**src/rtl/universal_shift_reg.sv**
```systemverilog
// ============================================================================
// Module   : universal_shift_reg
// Brief    : WIDTH-bit register with hold/load/shift/rotate modes and a
//            one-shot MSB-first serialiser with BUSY/DONE handshake.
// Revision : 1.0 - initial release
// ============================================================================
`default_nettype none

module universal_shift_reg #(
    parameter int               WIDTH     = 8,
    parameter logic [WIDTH-1:0] RESET_VAL = '0
) (
    input  logic             clk,
    input  logic             REST,
    input  logic             EN,
    input  logic [2:0]       MODE,
    input  logic [WIDTH-1:0] D,
    input  logic             SIN_L,
    input  logic             SIN_R,
    input  logic             START,
    output logic [WIDTH-1:0] Q,
    output logic             SOUT,
    output logic             BUSY,
    output logic             DONE
);

    localparam int              CW     = $clog2(WIDTH);
    localparam logic [CW-1:0]   c_last = CW'(WIDTH - 1);

    localparam logic [2:0] c_mode_hold = 3'b000;
    localparam logic [2:0] c_mode_load = 3'b001;
    localparam logic [2:0] c_mode_shl  = 3'b010;
    localparam logic [2:0] c_mode_shr  = 3'b011;
    localparam logic [2:0] c_mode_rol  = 3'b100;
    localparam logic [2:0] c_mode_ror  = 3'b101;

    typedef enum logic [0:0] {
        S_IDLE  = 1'b0,
        S_SHIFT = 1'b1
    } state_t;

    state_t           state_q, state_d;
    logic [WIDTH-1:0] q_q, q_d;
    logic [CW-1:0]    cnt_q, cnt_d;
    logic             busy_q, busy_d;
    logic             done_q, done_d;

    always_ff @(posedge clk) begin
        if (REST) begin
            state_q <= S_IDLE;
            q_q     <= RESET_VAL;
            cnt_q   <= '0;
            busy_q  <= 1'b0;
            done_q  <= 1'b0;
        end else begin
            state_q <= state_d;
            q_q     <= q_d;
            cnt_q   <= cnt_d;
            busy_q  <= busy_d;
            done_q  <= done_d;
        end
    end

    // DONE defaults low so the pulse self-clears even while EN is low.
    always_comb begin
        state_d = state_q;
        q_d     = q_q;
        cnt_d   = cnt_q;
        busy_d  = busy_q;
        done_d  = 1'b0;
        if (EN) begin
            case (state_q)
                S_IDLE: begin
                    if (START) begin
                        q_d     = D;
                        busy_d  = 1'b1;
                        cnt_d   = c_last;
                        state_d = S_SHIFT;
                    end else begin
                        case (MODE)
                            c_mode_hold: q_d = q_q;
                            c_mode_load: q_d = D;
                            c_mode_shl:  q_d = {q_q[WIDTH-2:0], SIN_R};
                            c_mode_shr:  q_d = {SIN_L, q_q[WIDTH-1:1]};
                            c_mode_rol:  q_d = {q_q[WIDTH-2:0], q_q[WIDTH-1]};
                            c_mode_ror:  q_d = {q_q[0], q_q[WIDTH-1:1]};
                            default:     q_d = q_q;
                        endcase
                    end
                end
                S_SHIFT: begin
                    q_d = {q_q[WIDTH-2:0], 1'b0};
                    if (cnt_q != '0) begin
                        cnt_d = cnt_q - CW'(1);
                    end else begin
                        busy_d  = 1'b0;
                        done_d  = 1'b1;
                        state_d = S_IDLE;
                    end
                end
                default: begin
                    state_d = S_IDLE;
                end
            endcase
        end
    end

    assign Q    = q_q;
    assign SOUT = q_q[WIDTH-1];
    assign BUSY = busy_q;
    assign DONE = done_q;

endmodule

`default_nettype wire
```
**config.mk**
```make
export PLATFORM = sky130hd
export DESIGN_NAME = universal_shift_reg
export DESIGN_NICKNAME = d
export VERILOG_FILES = /design/src/rtl/universal_shift_reg.sv
export SDC_FILE = /design/constraint.sdc
export NUM_CORES = 1
export LEC_CHECK = 0
export CORE_UTILIZATION = 25
export CTS_CLUSTER_DIAMETER = 100
export DETAILED_ROUTE_END_ITERATION = 16
export GPL_TIMING_DRIVEN = 0
export PLACE_DENSITY = 0.58
export SLEW_MARGIN = 0
export SYNTH_ARGS = -nofsm -noshare
export SYNTH_HDL_FRONTEND = slang
export SYNTH_SLANG_ARGS = --single-unit
```
**constraint.sdc**
```tcl
create_clock -name clk -period 1.65 [get_ports clk]
set_input_delay 0.165 -clock clk [delete_from_list [all_inputs] [get_ports clk]]
set_output_delay 0.165 -clock clk [all_outputs]
set_load 0.01 [all_outputs]
```
==> results_dict.tcl <==
set metrics [dict create \
    pwr-share-clk_pct 22.5 \
    power.internal_mw 0.599 \
    die-height_um 60.5 \
    cp.arrival_ns 1.76 \
    cts_buffers 3 \
    gr-total-overflow 0 \
    yosys.area_share.simple_pct 17.7 \
    area_delta_synth_final_pct 43.2 \
    syn_avg_cell_area_um2 9.82 \
    io_pins 28 \
    synth_top_family_by_area "compound AO/OA/AOI/OAI gates" \
    antenna_found_initial 0 \
    place_hpwl_mm 1.57 \
    rows 20 \
    synth_area_leaders "dfxtp_1 (33%), a211oi_2 (10%), a222oi_1 (7.0%)" \
    synth_top_area_share_pct 32.8 \
    synth_ff_type "dfxtp_1" \
    diodes 0 \
    muxShareOfSynthArea_pct 0 \
    cp_slowest_cell "or4b_4" \
    synth_nets 108 \
    die_w_um 60.5 \
    crit_path_cell_trace "buf_2 > inv_1 > ha_4 > or4b_4 > nor2_4 > a222oi_1 > a211oi_2" \
    p_seq_share_pct 45.5 \
    setup_viol 0 \
    synth_edf_count 0 \
    dieArea_mm2 0.00366 \
    htreeDepth 1 \
    cp.required_ns 1.85 \
    p_comb_share_pct 32.0 \
    drc 0 \
    leakage_nw 0.459 \
    switching_share_pct 31.3 \
    min_path_type "input port to flop" \
    grt.total_usage_pct 12.7 \
    timing.final.crit_share_pct 94.3 \
    postLayoutCellArea_mm2 0.00122 \
    clk_latency_ns 0.28 \
    regArea_um2 282 \
    slowest_delay_ns 0.54 \
    r2r_cells 4 \
    holdPathStages 3 \
    netlist_area_um2 855 \
    multi_input_area_um2 543 \
    grt_max_degree 11 \
    grt_pass1_wl_mm 3.49 \
    status "finished clean" \
    fin_nets 140 \
    synth_compound_area_share_pct 35.9 \
    final_common_cell "clkdlybuf4s50_1" \
    final_max_slew_viol_count 0 \
    critPathKind "input port to flop" \
    initial_core_util_pct 27.1 \
    synth_warnings 0 \
    wl_per_cell_um 13.4 \
    clk_pin_slew_ns 0.08 \
    finClkSkew_ns 0.00882 \
    vias_per_cell 5.18 \
    tightest_slew_ns 0.610 \
    final_layout_size_suffix_gt1_share_pct 22.2 \
    setup_tns_ns 0 \
    crit_fanout 8 \
    syn_inst 87 \
    synth-async-reset-ratio_pct 0 \
    dr.pass1.iters 4 \
    timing.final.hold_violations 0 \
    synth-seq-area-share_pct 32.8 \
    cts_root_buf "clkbuf_4" \
    irDropWorstVdd_v 0.000446 \
    vias 834 \
    fmax_ghz 0.643 \
    yosys.area.top_type "dfxtp_1" \
    synth.ff_latch_count 14 \
    p_per_area_mw_per_mm2 713 \
    cp-end-kind "flop" \
    final_cell_mix "clkdlybuf4s50_1 (22), nor2_1 (14), dfxtp_1 (13), a211oi_2 (7), a222oi_1 (6)" \
    finalPower_mw 0.873 \
    wl_mm 2.16 \
    p_switching_mw 0.273 \
    placed_cell_area_mm2 0.00117 \
    ys_types 32 \
    rsz0062_at_grt "false" \
    grt_pass1_vias 757 \
    maxCapViolCount 0 \
    gp_congestion 0.743 \
    cts_hold_buf 0 \
    io_buffers 26 \
    synth_xor_area_share_pct 1.90 \
    ant_nets 0 \
    clock-sinks 14 \
    synth-adder-area-share_pct 5.86 \
    fin_crit_ns 1.56 \
    maxSlewHeadroom_pct 59.3 \
    fp.coreArea_mm2 0.00315 \
    cts_tree "yes" \
    clockBufferDepth 2 \
    cp-start-kind "input port" \
    drt_iter0_markers 64 \
    fillers 342 \
]
final timing paths:
path | slack, ns | endpoint | start
max | 0.09 | Q[4] | MODE[1]
min | 0.24 | DONE | EN
max reg2reg | 0.10 | Q[4] | state_q
min reg2reg | 0.48 | cnt_q[0] | cnt_q[0]
layout make-up:
cell class,instances,area share [%]
multi-input combinational,63,44.4
sequential,14,23.0
timing repair buffer,28,22.6
tap,44,4.50
buffer,4,2.15
clock buffer,3,1.84
inverter,5,1.53
logic make-up (layout without fill, tap and decap cells):
group                    Yosys count  after routing
buffers and inverters             10             40
flip-flops                        14             14
AO/OA/AOI/OAI                     31             31
XOR/XNOR                           1              1
AND/OR/NAND/NOR                   27             27
adder cells (fa/ha/maj)            4              4
sequential cells by signal, summed over array words and instances (netlist names):
name	flops
DONE	1
cnt_q	3
BUSY	1
Q	8
state_q	1
power by group through the flow:
stage	combinational (mW)	clock, mW	sequential [mW]
floorplan	0.150	0	0.402
global placement	0.270	0	0.398
detailed placement	0.274	0	0.400
CTS	0.285	0.214	0.392
global route	0.306	0.228	0.402
finish	0.280	0.196	0.397
cells in the mapped netlist, types with 2 or more instances:
cell type	n
a211oi_1	4
a211oi_2	7
a21oi_1	2
a222oi_1	6
a31oi_1	2
clkbuf_1	2
dfxtp_1	14
ha_1	4
inv_1	5
nand2_1	3
nand3b_1	2
nor2_1	14
o21a_1	2
o21ai_0	2
metal layers:
| metal | vias up | global-route usage, % | share of wire, % |
|---|---|---|---|
| met3 | 2 | 3.41 | 8.1 |
| met2 | 42 | 18.8 | 46 |
| met5 | - | 0 | 0 |
| met1 | 389 | 18.2 | 45 |
| li1 | 401 | - | - |
| met4 | 0 | 3.25 | 0.83 |
worst max-delay path: cells and delay by family:
family          cells  cell delay, ns
fa+ha+maj           1            0.26
simple gates        2            0.71
compound gates      2            0.35
buf+inv             2            0.27
metrics by stage:
| step | setup WS [ns] | hold WS (ns) | util (%) | std cells |
|---|---|---|---|---|
| floorplan | 0.0602 | 0.230 | - | 87 |
| global placement | -0.730 | 0.447 | 37.1 | 157 |
| detailed placement | -0.777 | 0.467 | 37.1 | 157 |
| CTS | 0.0132 | 0.226 | 38.7 | 162 |
| global route | 0.00414 | 0.263 | 38.8 | 161 |
| finish | 0.0940 | 0.237 | 38.8 | 161 |
what timing repair did:
action                     CTS  global route
buffers inserted             2             0
gates resized for setup     10             4
pin swaps                    4             4
setup endpoints to repair    8             7
(Power assumes the default switching activity.)
